<file path="src/rtl/seg_pkg.sv">
`default_nettype none
// ============================================================================
//  Module      : seg_pkg
//  Description : Shared definitions for the two-digit BCD display slice.
//                Provides the digit width, the largest legal BCD digit, the
//                counter command encoding and BCD increment/decrement helpers.
//  Ports       : none (package)
//  Revision    : 1.0 - initial release
// ============================================================================
package seg_pkg;

    localparam int DIGIT_W = 4;
    localparam logic [DIGIT_W-1:0] BCD_MAX = 4'd9;

    typedef enum logic [1:0] {
        CMD_NONE = 2'd0,
        CMD_INC  = 2'd1,
        CMD_DEC  = 2'd2,
        CMD_CLR  = 2'd3
    } cmd_t;

    // Two-digit BCD increment, 99 wraps to 00. The >= compares keep an
    // out-of-range digit from ever propagating.
    function automatic logic [2*DIGIT_W-1:0] bcd_inc(
        input logic [DIGIT_W-1:0] t,
        input logic [DIGIT_W-1:0] o
    );
        logic [DIGIT_W-1:0] nt;
        logic [DIGIT_W-1:0] no;
        if (o >= BCD_MAX) begin
            no = '0;
            nt = (t >= BCD_MAX) ? '0 : t + 1'b1;
        end else begin
            no = o + 1'b1;
            nt = t;
        end
        return {nt, no};
    endfunction

    // Two-digit BCD decrement, 00 wraps to 99.
    function automatic logic [2*DIGIT_W-1:0] bcd_dec(
        input logic [DIGIT_W-1:0] t,
        input logic [DIGIT_W-1:0] o
    );
        logic [DIGIT_W-1:0] nt;
        logic [DIGIT_W-1:0] no;
        if (o == '0) begin
            no = BCD_MAX;
            nt = (t == '0) ? BCD_MAX : t - 1'b1;
        end else begin
            no = o - 1'b1;
            nt = t;
        end
        return {nt, no};
    endfunction

endpackage
`default_nettype wire

</file>
<file path="src/rtl/switch_debounce.sv">
`default_nettype none
// ============================================================================
//  Module      : switch_debounce
//  Description : One board switch: 2-flop synchronizer, debounce counter and
//                registered rising-edge pulse.
//  Ports       : clk      - clock
//                arst     - asynchronous active-high reset
//                i_sw     - raw asynchronous switch level
//                o_level  - debounced level
//                o_rise   - one-cycle pulse, registered, on debounced 0->1
//  Revision    : 1.0 - initial release
// ============================================================================
module switch_debounce #(
    parameter int DEBOUNCE_CYCLES = 1000000
) (
    input  logic clk,
    input  logic arst,
    input  logic i_sw,
    output logic o_level,
    output logic o_rise
);

    localparam int c_cnt_w = (DEBOUNCE_CYCLES > 1) ? $clog2(DEBOUNCE_CYCLES) : 1;
    localparam logic [c_cnt_w-1:0] c_cnt_last = c_cnt_w'(DEBOUNCE_CYCLES - 1);

    logic               r_sync1;
    logic               r_sync2;
    logic               r_level;
    logic               r_level_d;
    logic               r_rise;
    logic [c_cnt_w-1:0] r_cnt;

    always_ff @(posedge clk or posedge arst) begin
        if (arst) begin
            r_sync1   <= 1'b0;
            r_sync2   <= 1'b0;
            r_level   <= 1'b0;
            r_level_d <= 1'b0;
            r_rise    <= 1'b0;
            r_cnt     <= '0;
        end else begin
            r_sync1 <= i_sw;
            r_sync2 <= r_sync1;
            // The level flips on the DEBOUNCE_CYCLES-th consecutive differing
            // cycle; any agreeing cycle restarts the count.
            if (r_sync2 == r_level) begin
                r_cnt <= '0;
            end else if (r_cnt == c_cnt_last) begin
                r_cnt   <= '0;
                r_level <= r_sync2;
            end else begin
                r_cnt <= r_cnt + 1'b1;
            end
            r_level_d <= r_level;
            r_rise    <= r_level & ~r_level_d;
        end
    end

    assign o_level = r_level;
    assign o_rise  = r_rise;

endmodule
`default_nettype wire

</file>
<file path="src/rtl/switch_bcd_counter.sv">
`default_nettype none
// ============================================================================
//  Module      : switch_bcd_counter
//  Description : Two-digit BCD up/down counter driven by debounced board
//                switches. Optional auto-count feature is built only when the
//                macro SWITCH_AUTO_COUNT_EN is defined.
//  Ports       : clk      - sole clock, rising edge
//                arst     - asynchronous active-high reset
//                switches - raw switches: [0] inc, [1] dec, [2] clear,
//                           [3] auto-count enable
//                tens     - BCD tens digit
//                ones     - BCD ones digit
//                update   - one-cycle pulse with each new tens/ones value
//  Revision    : 1.0 - initial release
// ============================================================================
module switch_bcd_counter
    import seg_pkg::*;
#(
    parameter int DEBOUNCE_CYCLES  = 1000000,
    parameter int AUTO_TICK_CYCLES = 100000000
) (
    input  logic               clk,
    input  logic               arst,
    input  logic [3:0]         switches,
    output logic [DIGIT_W-1:0] tens,
    output logic [DIGIT_W-1:0] ones,
    output logic               update
);

    logic [2:0]         w_level;
    logic [2:0]         w_rise;
    logic               w_tick;
    cmd_t               w_cmd;
    logic [DIGIT_W-1:0] r_tens;
    logic [DIGIT_W-1:0] r_ones;
    logic               r_update;

    generate
        for (genvar gi = 0; gi < 3; gi++) begin : g_cmd_sw
            switch_debounce #(
                .DEBOUNCE_CYCLES(DEBOUNCE_CYCLES)
            ) u_db (
                .clk     (clk),
                .arst    (arst),
                .i_sw    (switches[gi]),
                .o_level (w_level[gi]),
                .o_rise  (w_rise[gi])
            );
        end : g_cmd_sw
    endgenerate

    // Command switches only act on their rising edges.
    logic [2:0] w_unused_levels;
    assign w_unused_levels = w_level;

`ifdef SWITCH_AUTO_COUNT_EN
    localparam int c_pre_w = (AUTO_TICK_CYCLES > 1) ? $clog2(AUTO_TICK_CYCLES) : 1;
    localparam logic [c_pre_w-1:0] c_pre_last = c_pre_w'(AUTO_TICK_CYCLES - 1);

    logic               w_auto_level;
    logic               w_unused_auto_rise;
    logic [c_pre_w-1:0] r_presc;

    switch_debounce #(
        .DEBOUNCE_CYCLES(DEBOUNCE_CYCLES)
    ) u_db_auto (
        .clk     (clk),
        .arst    (arst),
        .i_sw    (switches[3]),
        .o_level (w_auto_level),
        .o_rise  (w_unused_auto_rise)
    );

    assign w_tick = w_auto_level && (r_presc == c_pre_last);

    // A clear restarts the tick interval so the next auto increment is a
    // full period after the clear.
    always_ff @(posedge clk or posedge arst) begin
        if (arst) begin
            r_presc <= '0;
        end else if (!w_auto_level || w_rise[2]) begin
            r_presc <= '0;
        end else if (r_presc == c_pre_last) begin
            r_presc <= '0;
        end else begin
            r_presc <= r_presc + 1'b1;
        end
    end
`else
    logic w_unused_auto_sw;
    assign w_unused_auto_sw = switches[3];
    assign w_tick           = 1'b0;
`endif

    // Clear wins; an auto tick merges with a manual inc; inc against dec cancels.
    always_comb begin
        w_cmd = CMD_NONE;
        if (w_rise[2]) begin
            w_cmd = CMD_CLR;
        end else if ((w_rise[0] || w_tick) && !w_rise[1]) begin
            w_cmd = CMD_INC;
        end else if (w_rise[1] && !(w_rise[0] || w_tick)) begin
            w_cmd = CMD_DEC;
        end
    end

    always_ff @(posedge clk or posedge arst) begin
        if (arst) begin
            r_tens   <= '0;
            r_ones   <= '0;
            r_update <= 1'b0;
        end else begin
            r_update <= 1'b0;
            unique case (w_cmd)
                CMD_CLR: begin
                    r_tens   <= '0;
                    r_ones   <= '0;
                    r_update <= 1'b1;
                end
                CMD_INC: begin
                    {r_tens, r_ones} <= bcd_inc(r_tens, r_ones);
                    r_update         <= 1'b1;
                end
                CMD_DEC: begin
                    {r_tens, r_ones} <= bcd_dec(r_tens, r_ones);
                    r_update         <= 1'b1;
                end
                default: begin
                end
            endcase
        end
    end

    assign tens   = r_tens;
    assign ones   = r_ones;
    assign update = r_update;

endmodule
`default_nettype wire

</file>
<file path="config.mk">
export PLATFORM = sky130hd
export DESIGN_NAME = switch_bcd_counter
export DESIGN_NICKNAME = d
export VERILOG_FILES = /design/src/rtl/seg_pkg.sv /design/src/rtl/switch_debounce.sv /design/src/rtl/switch_bcd_counter.sv
export SDC_FILE = /design/constraint.sdc
export NUM_CORES = 1
export LEC_CHECK = 0
export ABC_AREA = 1
export CAP_MARGIN = 10
export CELL_PAD_IN_SITES_DETAIL_PLACEMENT = 1
export CELL_PAD_IN_SITES_GLOBAL_PLACEMENT = 1
export CORE_ASPECT_RATIO = 0.9
export CORE_MARGIN = 4
export CORE_UTILIZATION = 47
export DETAILED_ROUTE_END_ITERATION = 8
export PLACE_DENSITY = 0.87
export SYNTH_ARGS = -nofsm -noshare
export SYNTH_HDL_FRONTEND = slang
export SYNTH_SLANG_ARGS = --single-unit
</file>
<file path="constraint.sdc">
create_clock -name clk -period 3.6 [get_ports clk]
set_clock_uncertainty 0.15 [all_clocks]
set_input_delay 0.54 -clock clk [delete_from_list [all_inputs] [get_ports clk]]
set_output_delay 0.54 -clock clk [all_outputs]
set_load 0.02 [all_outputs]
</file>
After elaboration in Yosys (flattened, before gate mapping) --
Index checks and enable logic that the tools add are counted.
Word-level totals: bits of input ports 6, register bits 84, memory bits (writable) 0, memories kept 0, bits in read-only memories 0, latch bits 0, output and inout port bits 9
Operators by class: divide/modulo/power cells 0, multiplexer cells 18, multiply operators 0, order comparisons 2, shift operators 0, bitwise operators 9, add/subtract/negate cells 7, reduce and logical (&&, ||, !) cells 12, equality and inequality tests 11
Operator list (count):
- 20-bit two-way mux | 6
- 20-bit by 1-bit adder with 20-bit output, second input constant | 3
- 20-bit equality test, second input constant | 3
- 4-bit two-way mux | 6
- 4-bit case mux with 3 select lines | 2
- 4-bit by 1-bit adder with 4-bit output, second input constant | 2
- 4-bit greater-or-equal comparator, second input constant | 2
- 4-bit zero test | 2
- 4-bit by 1-bit subtractor with 4-bit output, second input constant | 2
- 2-bit two-way mux | 3
- 1-bit inverter | 6
- 2-bit AND reduction | 3
- 2-bit equality test, second input constant | 2
- 2-bit != test, second input constant | 2
- 1-bit AND | 3
- 1-bit equality test | 3
- 3-bit AND reduction | 1
- 3-bit nonzero test | 1
- 3-bit OR reduction | 1
- 2-bit by 1-bit equality test with 1-bit output, second input constant | 1
- 1-bit logical AND | 2
- 1-bit zero test | 2
- 1-bit two-way mux | 1

Longest topological paths before layout --
Gate-level depths: netlist (run 1).
depth in word-level cells 8, gate-level depth with buffers 10, mapped depth without buffers 10

Modules after synthesis --
From an unflattened synthesis (run 1), not the netlist that was laid out.
Unflattened totals: cell total of the unflattened synthesis 611, area, all modules 4795.8 µm²
Modules (own cells, without submodules):
- switch_debounce | cells an instance 165, instances 3, area each 1322.5 µm²
- switch_bcd_counter | cells an instance 116, instances 1, area each 828.3 µm²

Worst setup path after synthesis (run 1) --
Ideal clock, no wire load.
path type flip-flop to flip-flop, start point register r_ones[0], in the netlist ones[0], end point register r_tens[3], in the netlist tens[3], buffers on the path 0, clock period less this slack 1681 ps, stages on the path, launching flop included 10, slack 1919 ps, arrival 1465 ps, cell sequence dfrtp_1 -> inv_1 -> ha_1 -> nand3_1 -> nand2_1 -> nand2_2 -> nand3_2 -> nor2_4 -> nand2_1 -> nand2_1
Between the ends: word-level cells in the longest chain between the ends 3, elaborated cells between the ends (all ways) 5, those cells by class order compare: 1; eq/ne: 2; reduce/logical: 2
RTL lines:
- from (decl) | line switch_bcd_counter.sv:35 | logic [DIGIT_W-1:0] r_ones;
- from (signal assigned) | line switch_bcd_counter.sv:121 | {r_tens, r_ones} <= bcd_inc(r_tens, r_ones);
- from (signal assigned) | line switch_bcd_counter.sv:125 | {r_tens, r_ones} <= bcd_dec(r_tens, r_ones);
- 4-bit greater-or-equal comparator / 4-bit zero test (equally long branches) | line seg_pkg.sv:30, seg_pkg.sv:47
- 2-bit != test (no line)
- 3-bit AND reduction (no line) (*)
- to (signal assigned) | line switch_bcd_counter.sv:121
- to (signal assigned) | line switch_bcd_counter.sv:125
- to (decl) | line switch_bcd_counter.sv:34 | logic [DIGIT_W-1:0] r_tens;
Every way passes the cells marked *; elsewhere a longest branch is shown, timed or not. A chain may end at the register's enable or synchronous reset.

Worst setup path after layout (run 1) --
start point register r_tens[2], in the netlist tens[2], end point output tens[2]
RTL lines:
- to (decl) | line switch_bcd_counter.sv:25 | output logic [DIGIT_W-1:0] tens,
No word-level cell between the ends.

==> impl_table.tex, run 1 <==
\begin{tabular}{lr}
\hline
Metric & Value \\
\hline
\multicolumn{2}{l}{\textbf{Outcome}} \\
\quad Outcome & finished, final reports clean \\
\multicolumn{2}{l}{\textbf{Critical path}} \\
\quad CP Class & reg2out \\
\quad Crit. path cell count & 1 \\
\quad Delay of the slowest cell on the worst path & 0.69 ns \\
\quad Setup slack on the worst flop-to-flop path & 1.70 ns \\
\quad Kind of launch point of the worst setup path & register \\
\quad Worst reg-to-reg path cell count & 10 \\
\quad Type of element capturing the critical path & output pin \\
\quad Slowest stage cell, crit path & sky130\_fd\_sc\_hd\_\_clkdlybuf4s50\_1 \\
\quad Reg-to-reg endpoint & tens[1] \\
\quad Data required time at the worst endpoint & 2.91 ns \\
\quad Worst setup path endpoint & tens[2] \\
\quad Beginning of the critical path & tens[2] \\
\quad CP Cell Sequence & clkdlybuf4s50\_1 \\
\quad CP top delay family & buffers and inverters \\
\quad Total buffers and inverters traversed by the critical path & 1 \\
\quad Max FO, Critical Path & 7 \\
\quad Reg-to-reg startpoint & g\_cmd\_sw[1].u\_db.o\_rise \\
\quad Endpoint arrival time on the critical path & 1.56 ns \\
\multicolumn{2}{l}{\textbf{Detailed routing}} \\
\quad Met3 layer wire length in the routed design & 233 um \\
\quad DRC & 0 \\
\quad Average vias per placed instance & 5.147 \\
\quad Initial drt markers & 158 \\
\quad Post-route antenna net violation count & 0 \\
\quad Routed met1 length & 4980 um \\
\quad First-pass iteration count of the detailed router & 4 \\
\quad Wire length on met2 & 5465 um \\
\quad Max Used Layer & met4 \\
\quad Via count & 3665 \\
\quad Total Wirelength & 10870 um \\
\quad Average detailed-routed wire length per instance & 15.26 um \\
\multicolumn{2}{l}{\textbf{Clock tree}} \\
\quad Clk Latency, worst-skew pair & 0.36 ns \\
\quad Clock tree from TritonCTS & built \\
\quad Total clock sinks & 84 \\
\quad Count of instances resized after the clock tree is built & 0 \\
\quad Clock buffers created by TritonCTS & 9 \\
\quad Setup fix buffers added after clock tree synthesis & 0 \\
\quad Post-cts hold buffer count & 0 \\
\quad Clk pin slew, worst setup/hold paths & 0.09 ns \\
\quad Number of buffers on the longest clock path & 2 \\
\quad H-tree level count & 3 \\
\quad Library cell used as clock root buffer & sky130\_fd\_sc\_hd\_\_clkbuf\_8 \\
\multicolumn{2}{l}{\textbf{STA}} \\
\quad Final min period & 2.252 ns \\
\quad Max-slew violation total from the final report & 0 \\
\quad Actual slew at the worst max-slew pin & 0.6352 ns \\
\quad Peak Freq & 444.1 MHz \\
\quad Final critical-path share of the clock period & 62.55\% \\
\quad Final sum of negative setup slack & 0 ns \\
\quad Final hold viol count & 0 \\
\quad Number of setup violations in the final report & 0 \\
\quad Max-Slew Margin vs Limit & 57.60\% \\
\quad RSZ-0062 raised after global routing & no \\
\multicolumn{2}{l}{\textbf{Place}} \\
\quad Standard cell area after detailed placement & 4866 um\^{}2 \\
\quad Final weighted congestion of routability-driven global placement & 0.8363 \\
\quad Total of buffers placed on input and output ports & 13 \\
\quad DP HPWL & 7927 um \\
\multicolumn{2}{l}{\textbf{Logic synthesis}} \\
\quad Flops \& latches, synth & 84 \\
\quad Ys Warns & 0 \\
\quad Sequential fraction of the synthesis area & 45.98\% \\
\quad Yosys cell types & 28 \\
\quad Mean instance size in the synthesized netlist & 8.164 um\^{}2 \\
\quad Post-synthesis net count & 580 \\
\quad Post-Syn Instances & 560 \\
\quad Combined area of all synthesized cells & 4572 um\^{}2 \\
\multicolumn{2}{l}{\textbf{Floorplanning}} \\
\quad Core ar. & 9290 um\^{}2 \\
\quad Die extent in x & 112.0 um \\
\quad Starting density of the core & 49.21\% \\
\quad Core Rows & 33 \\
\quad Chip Height & 101.6 um \\
\quad Number of primary I/O pins & 15 \\
\quad Die outline area & 11370 um\^{}2 \\
\multicolumn{2}{l}{\textbf{Global route}} \\
\quad Antenna violations before repair & 0 \\
\quad Global router's overall resource usage & 20.70\% \\
\quad Grt total ovfl & 0 \\
\quad Vias in the first global route & 4075 \\
\quad Wire length of the first global-routing pass & 19090 um \\
\quad Pin count of the biggest net entering global routing & 38 \\
\multicolumn{2}{l}{\textbf{Finish}} \\
\quad Fraction of layout cells with a size suffix above 1 & 11.19\% \\
\quad Highest-count cells in the layout ignoring fill and taps & sky130\_fd\_sc\_hd\_\_nor2\_1, sky130\_fd\_sc\_hd\_\_nand2\_1, sky130\_fd\_sc\_hd\_\_dfrtp\_1, sky130\_fd\_sc\_hd\_\_inv\_1, sky130\_fd\_sc\_hd\_\_nand3\_1 \\
\quad End-of-flow core utilization & 54.88\% \\
\quad Number of nets in the layout & 605 \\
\quad P\&R area growth vs syn & 11.52\% \\
\quad Design area & 5099 um\^{}2 \\
\quad Leading cell type in the layout, fill and taps excluded & sky130\_fd\_sc\_hd\_\_nor2\_1 \\
\quad Antenna fix cells & 0 \\
\multicolumn{2}{l}{\textbf{Power}} \\
\quad IR drop worst, VDD & 0.0003048 V \\
\quad Power per cell area & 353.8 nW/um\^{}2 \\
\quad Leakage dissipation & 2.270 nW \\
\multicolumn{2}{l}{\textbf{Run}} \\
\quad Number of violations of the max-capacitance limit & 0 \\
\multicolumn{2}{l}{\textbf{Hold path}} \\
\quad Worst hold path class & reg2reg \\
\hline
\end{tabular}
==> sequential cells by signal (all words and copies together) (netlist names) <==
signal                   flops
g_cmd_sw.u_db.o_level        3
g_cmd_sw.u_db.o_rise         3
g_cmd_sw.u_db.r_cnt         60
g_cmd_sw.u_db.r_level_d      3
g_cmd_sw.u_db.r_sync1        3
g_cmd_sw.u_db.r_sync2        3
ones                         4
tens                         4
update                       1
==> layout make-up <==
cell class / count / area (um^2)
flip-flops and latches: 84 / 2102
clock inverters: 6 / 95.09
clock buffers: 10 / 137.6
fillers: 1156 / 4192
well taps: 122 / 152.6
multi-input cells: 407 / 2210
repair buffers: 15 / 145.1
inverters: 68 / 256.5
==> per-layer routing <==
metal  track usage, %  vias to the layer above
li1                 -                     1802
met1            25.40                     1801
met2            36.96                       43
met3            4.421                       19
met4            6.470                        0
met5                0                        -
==> power breakdown <==
group / switching, mW / internal [mW]
combinational: 0.0432 / 0.0165
sequential: 0.0109 / 0.954
clock: 0.362 / 0.417
==> stage by stage <==
stage	worst slack (ns)	cells	hold slack, ns	power (mW)
floorplan	0.7449	560	0.1812	1.020
global placement	1.666	696	0.1845	1.040
detailed placement	1.640	696	0.1855	1.044
CTS	1.311	712	0.2315	1.836
global route	1.284	712	0.2327	1.886
finish	1.348	712	0.2246	1.804
==> cells by family after synthesis <==
group / count (synthesis) / share of synthesized area, %
AND/OR/NAND/NOR: 326 / 33.74
flip-flops: 84 / 45.98
buffers and inverters: 69 / 5.692
XOR/XNOR: 38 / 7.444
AO/OA/AOI/OAI: 29 / 3.312
adder cells (fa/ha/maj): 14 / 3.831
==> cells in the mapped netlist <==
cell,instances,share of area [%]
sky130_fd_sc_hd__xor2_2,1,0.36
sky130_fd_sc_hd__nor2_2,9,1.2
sky130_fd_sc_hd__nor2_1,111,9.1
sky130_fd_sc_hd__a21oi_1,11,1.2
sky130_fd_sc_hd__o211ai_1,1,0.16
sky130_fd_sc_hd__o21ai_0,12,1.3
sky130_fd_sc_hd__nand2_2,10,1.4
sky130_fd_sc_hd__buf_2,1,0.11
sky130_fd_sc_hd__nor3_2,2,0.44
sky130_fd_sc_hd__o22ai_1,1,0.14
sky130_fd_sc_hd__nand3b_1,1,0.16
sky130_fd_sc_hd__nand3_2,8,1.8
sky130_fd_sc_hd__nor3_1,10,1.1
sky130_fd_sc_hd__nand3_1,45,4.9
sky130_fd_sc_hd__nand2_1,104,8.5
sky130_fd_sc_hd__ha_1,14,3.8
sky130_fd_sc_hd__xnor2_1,9,1.7
sky130_fd_sc_hd__nor3b_1,5,0.82
sky130_fd_sc_hd__a31oi_1,2,0.27
sky130_fd_sc_hd__nand4_1,9,1.2
sky130_fd_sc_hd__inv_2,5,0.41
sky130_fd_sc_hd__inv_1,63,5.2
sky130_fd_sc_hd__nor2_4,8,2.0
sky130_fd_sc_hd__o21ai_1,2,0.22
sky130_fd_sc_hd__xor2_1,28,5.4
sky130_fd_sc_hd__nor3_4,1,0.36
sky130_fd_sc_hd__nand2_4,3,0.74
sky130_fd_sc_hd__dfrtp_1,84,46
==> worst min path at each step <==
stage | startpoint | endpoint | cells after the start
2_1_floorplan | g_cmd_sw[0].u_db.r_sync1 | g_cmd_sw[0].u_db.r_sync2 | 0
3_3_place_gp | g_cmd_sw[1].u_db.r_sync1 | g_cmd_sw[1].u_db.r_sync2 | 0
3_5_place_dp | g_cmd_sw[0].u_db.r_sync1 | g_cmd_sw[0].u_db.r_sync2 | 0
4_1_cts | g_cmd_sw[0].u_db.r_sync1 | g_cmd_sw[0].u_db.r_sync2 | 0
5_1_grt | g_cmd_sw[0].u_db.r_sync1 | g_cmd_sw[0].u_db.r_sync2 | 0
6_report | g_cmd_sw[0].u_db.r_sync1 | g_cmd_sw[0].u_db.r_sync2 | 0
Note: power is estimated with default switching activity, not from simulation.
==> run 2, diff against run 1 <==
CORE_UTILIZATION = 42   (was 47)
PLACE_DENSITY = 0.83   (was 0.87)
clock period = 1.9 ns   (was 3.6 ns; I/O delays follow)
==> impl_table.tex, run 2 (synthesized netlist as in run 1, its figures left out) <==
\begin{tabular}{lr}
\hline
Metric & Value \\
\hline
\multicolumn{2}{l}{\textbf{Floorplanning}} \\
\quad Starting density of the core & 43.87\% (-5.3 points) \\
\quad Die extent in x & 118.0 um (+5.4\%) \\
\quad Die outline area & 12620 um\^{}2 (+11\%) \\
\quad Core ar. & 10420 um\^{}2 (+12\%) \\
\quad Core Rows & 35 (+6.1\%) \\
\quad Chip Height & 107.0 um (+5.3\%) \\
\quad Number of primary I/O pins & 15 (unchanged) \\
\multicolumn{2}{l}{\textbf{Place}} \\
\quad Final weighted congestion of routability-driven global placement & 0.8690 (+3.9\%) \\
\quad Total of buffers placed on input and output ports & 13 (unchanged) \\
\quad Standard cell area after detailed placement & 4905 um\^{}2 (+0.80\%) \\
\quad DP HPWL & 7522 um (-5.1\%) \\
\multicolumn{2}{l}{\textbf{Detailed routing}} \\
\quad DRC & 0 (unchanged) \\
\quad Post-route antenna net violation count & 0 (unchanged) \\
\quad First-pass iteration count of the detailed router & 5 (+1) \\
\quad Average vias per placed instance & 5.124 (-0.46\%) \\
\quad Total Wirelength & 10860 um (about the same) \\
\quad Via count & 3684 (+0.52\%) \\
\quad Average detailed-routed wire length per instance & 15.11 um (-1.0\%) \\
\quad Initial drt markers & 166 (+5.1\%) \\
\multicolumn{2}{l}{\textbf{Finish}} \\
\quad Max reg flops & 60 (unchanged) \\
\quad End-of-flow core utilization & 50.06\% (-4.8 points) \\
\quad Register containing the most flip-flops in the final layout & g\_cmd\_sw.u\_db.r\_cnt \\
\quad Highest-count cells in the layout ignoring fill and taps & sky130\_fd\_sc\_hd\_\_nor2\_1, sky130\_fd\_sc\_hd\_\_nand2\_1, sky130\_fd\_sc\_hd\_\_dfrtp\_1, sky130\_fd\_sc\_hd\_\_inv\_1, sky130\_fd\_sc\_hd\_\_nand3\_1 \\
\quad Number of nets in the layout & 607 (+0.33\%) \\
\quad Fraction of layout cells with a size suffix above 1 & 12.20\% (+1.0 points) \\
\quad P\&R area growth vs syn & 14.12\% \\
\quad Antenna fix cells & 0 (unchanged) \\
\quad Design area & 5218 um\^{}2 (+2.3\%) \\
\quad Leading cell type in the layout, fill and taps excluded & sky130\_fd\_sc\_hd\_\_nor2\_1 \\
\multicolumn{2}{l}{\textbf{Hold path}} \\
\quad Worst hold path class & reg2reg \\
\multicolumn{2}{l}{\textbf{Critical path}} \\
\quad Total buffers and inverters traversed by the critical path & 1 (unchanged) \\
\quad Data required time at the worst endpoint & 1.46 ns (-1.45 ns) \\
\quad CP top delay family & buffers and inverters \\
\quad CP Cell Sequence & clkdlybuf4s50\_1 \\
\quad Delay of the slowest cell on the worst path & 0.63 ns (-0.06 ns) \\
\quad Endpoint arrival time on the critical path & 1.39 ns (-0.17 ns) \\
\quad Type of element capturing the critical path & output pin \\
\quad Max FO, Critical Path & 4 (-3) \\
\quad CP Class & reg2out \\
\quad Slowest stage cell, crit path & sky130\_fd\_sc\_hd\_\_clkdlybuf4s50\_1 \\
\quad Kind of launch point of the worst setup path & register \\
\multicolumn{2}{l}{\textbf{Power}} \\
\quad Power per cell area & 710.0 nW/um\^{}2 (+100\%) \\
\quad IR drop worst, VDD & 0.0003400 V (+12\%) \\
\quad Leakage dissipation & 2.384 nW (+5.0\%) \\
\quad Post-layout total power & 3.705 mW (+110\%) \\
\multicolumn{2}{l}{\textbf{Clock tree}} \\
\quad H-tree level count & 3 (unchanged) \\
\quad Clk Latency, worst-skew pair & 0.34 ns (-0.02 ns) \\
\quad Clock tree from TritonCTS & built \\
\quad Post-cts hold buffer count & 0 (unchanged) \\
\quad Setup fix buffers added after clock tree synthesis & 0 (unchanged) \\
\quad Library cell used as clock root buffer & sky130\_fd\_sc\_hd\_\_clkbuf\_16 \\
\quad Clk pin slew, worst setup/hold paths & 0.07 ns (-0.02 ns) \\
\quad Clock buffers created by TritonCTS & 9 (unchanged) \\
\quad Number of buffers on the longest clock path & 2 (unchanged) \\
\quad Total clock sinks & 84 (unchanged) \\
\multicolumn{2}{l}{\textbf{Global route}} \\
\quad Antenna violations before repair & 0 (unchanged) \\
\quad Grt total ovfl & 0 (unchanged) \\
\quad Global router's overall resource usage & 18.98\% (-1.7 points) \\
\quad Pin count of the biggest net entering global routing & 85 (+120\%) \\
\quad Vias in the first global route & 3998 (-1.9\%) \\
\quad Wire length of the first global-routing pass & 19520 um (+2.2\%) \\
\multicolumn{2}{l}{\textbf{STA}} \\
\quad Max-Slew Margin vs Limit & 67.93\% (+10 points) \\
\quad Actual slew at the worst max-slew pin & 0.4806 ns (-0.1547 ns) \\
\quad Final min period & 1.821 ns \\
\quad Final hold viol count & 0 (unchanged) \\
\quad Max-slew violation total from the final report & 0 (unchanged) \\
\quad Final worst hold slack & 0.1896 ns (-0.03501 ns) \\
\quad Number of setup violations in the final report & 0 (unchanged) \\
\quad Peak Freq & 549.2 MHz \\
\quad Final critical-path share of the clock period & 95.83\% \\
\multicolumn{2}{l}{\textbf{Run}} \\
\quad Number of violations of the max-capacitance limit & 0 (unchanged) \\
\multicolumn{2}{l}{\textbf{Outcome}} \\
\quad Outcome & finished, final reports clean \\
\hline
\end{tabular}
## run 2: stage by stage
stage	TNS (ns)	worst slack, ns	cells
4_1_cts	0	0.007724	719
2_1_floorplan	0	0.2194	560
6_report	0	0.07932	719
3_3_place_gp	0	0.2112	705
5_1_grt	-0.01218	-0.01218	719
3_5_place_dp	0	0.1160	705
## run 2: final cells by class
class                   instances  area [um^2]
clock buffers                  10        239.0
inverters                      68        259.0
fillers                      1266         5205
flip-flops and latches         84         2103
repair buffers                 17        176.4
multi-input cells             407         2227
well taps                     129        161.4
clock inverters                 4        51.30
## run 2: path summary, 6_finish.rpt
| kind | start | endpoint | slack [ns] | cells past startpoint |
|---|---|---|---|---|
| max | ones[1] | ones[1] | 0.08 | 1 |
| min | g_cmd_sw[1].u_db.r_sync1 | g_cmd_sw[1].u_db.r_sync2 | 0.19 | 0 |
| max reg2reg | g_cmd_sw[1].u_db.r_cnt[0] | g_cmd_sw[1].u_db.r_cnt[1] | 0.11 | 8 |
| min reg2reg | g_cmd_sw[1].u_db.r_sync1 | g_cmd_sw[1].u_db.r_sync2 | 0.19 | 0 |
| max in group asynchronous | arst | tens[0] | 0.97 | 3 |
| min in group asynchronous | arst | g_cmd_sw[1].u_db.r_sync2 | 0.26 | 3 |
## run 2: per-layer routing
metal	vias up	wire length [um]	track usage, %
li1	1818	-	-
met2	32	5462	33.48
met3	12	234	3.692
met4	0	113	4.770
met5	-	0	0
met1	1822	5053	24.11
## run 2: power by group
group          total, mW  internal [mW]  switching [mW]
clock network       1.76           1.04           0.718
logic              0.118         0.0337          0.0843
registers           1.83           1.81          0.0185
total               3.70           2.88           0.821
## run 2: timing repair
action                     4_1_cts  5_1_grt
resized for setup                3       10
pin swaps                        0        0
hold endpoints to repair         0        0
setup endpoints to repair        3       17
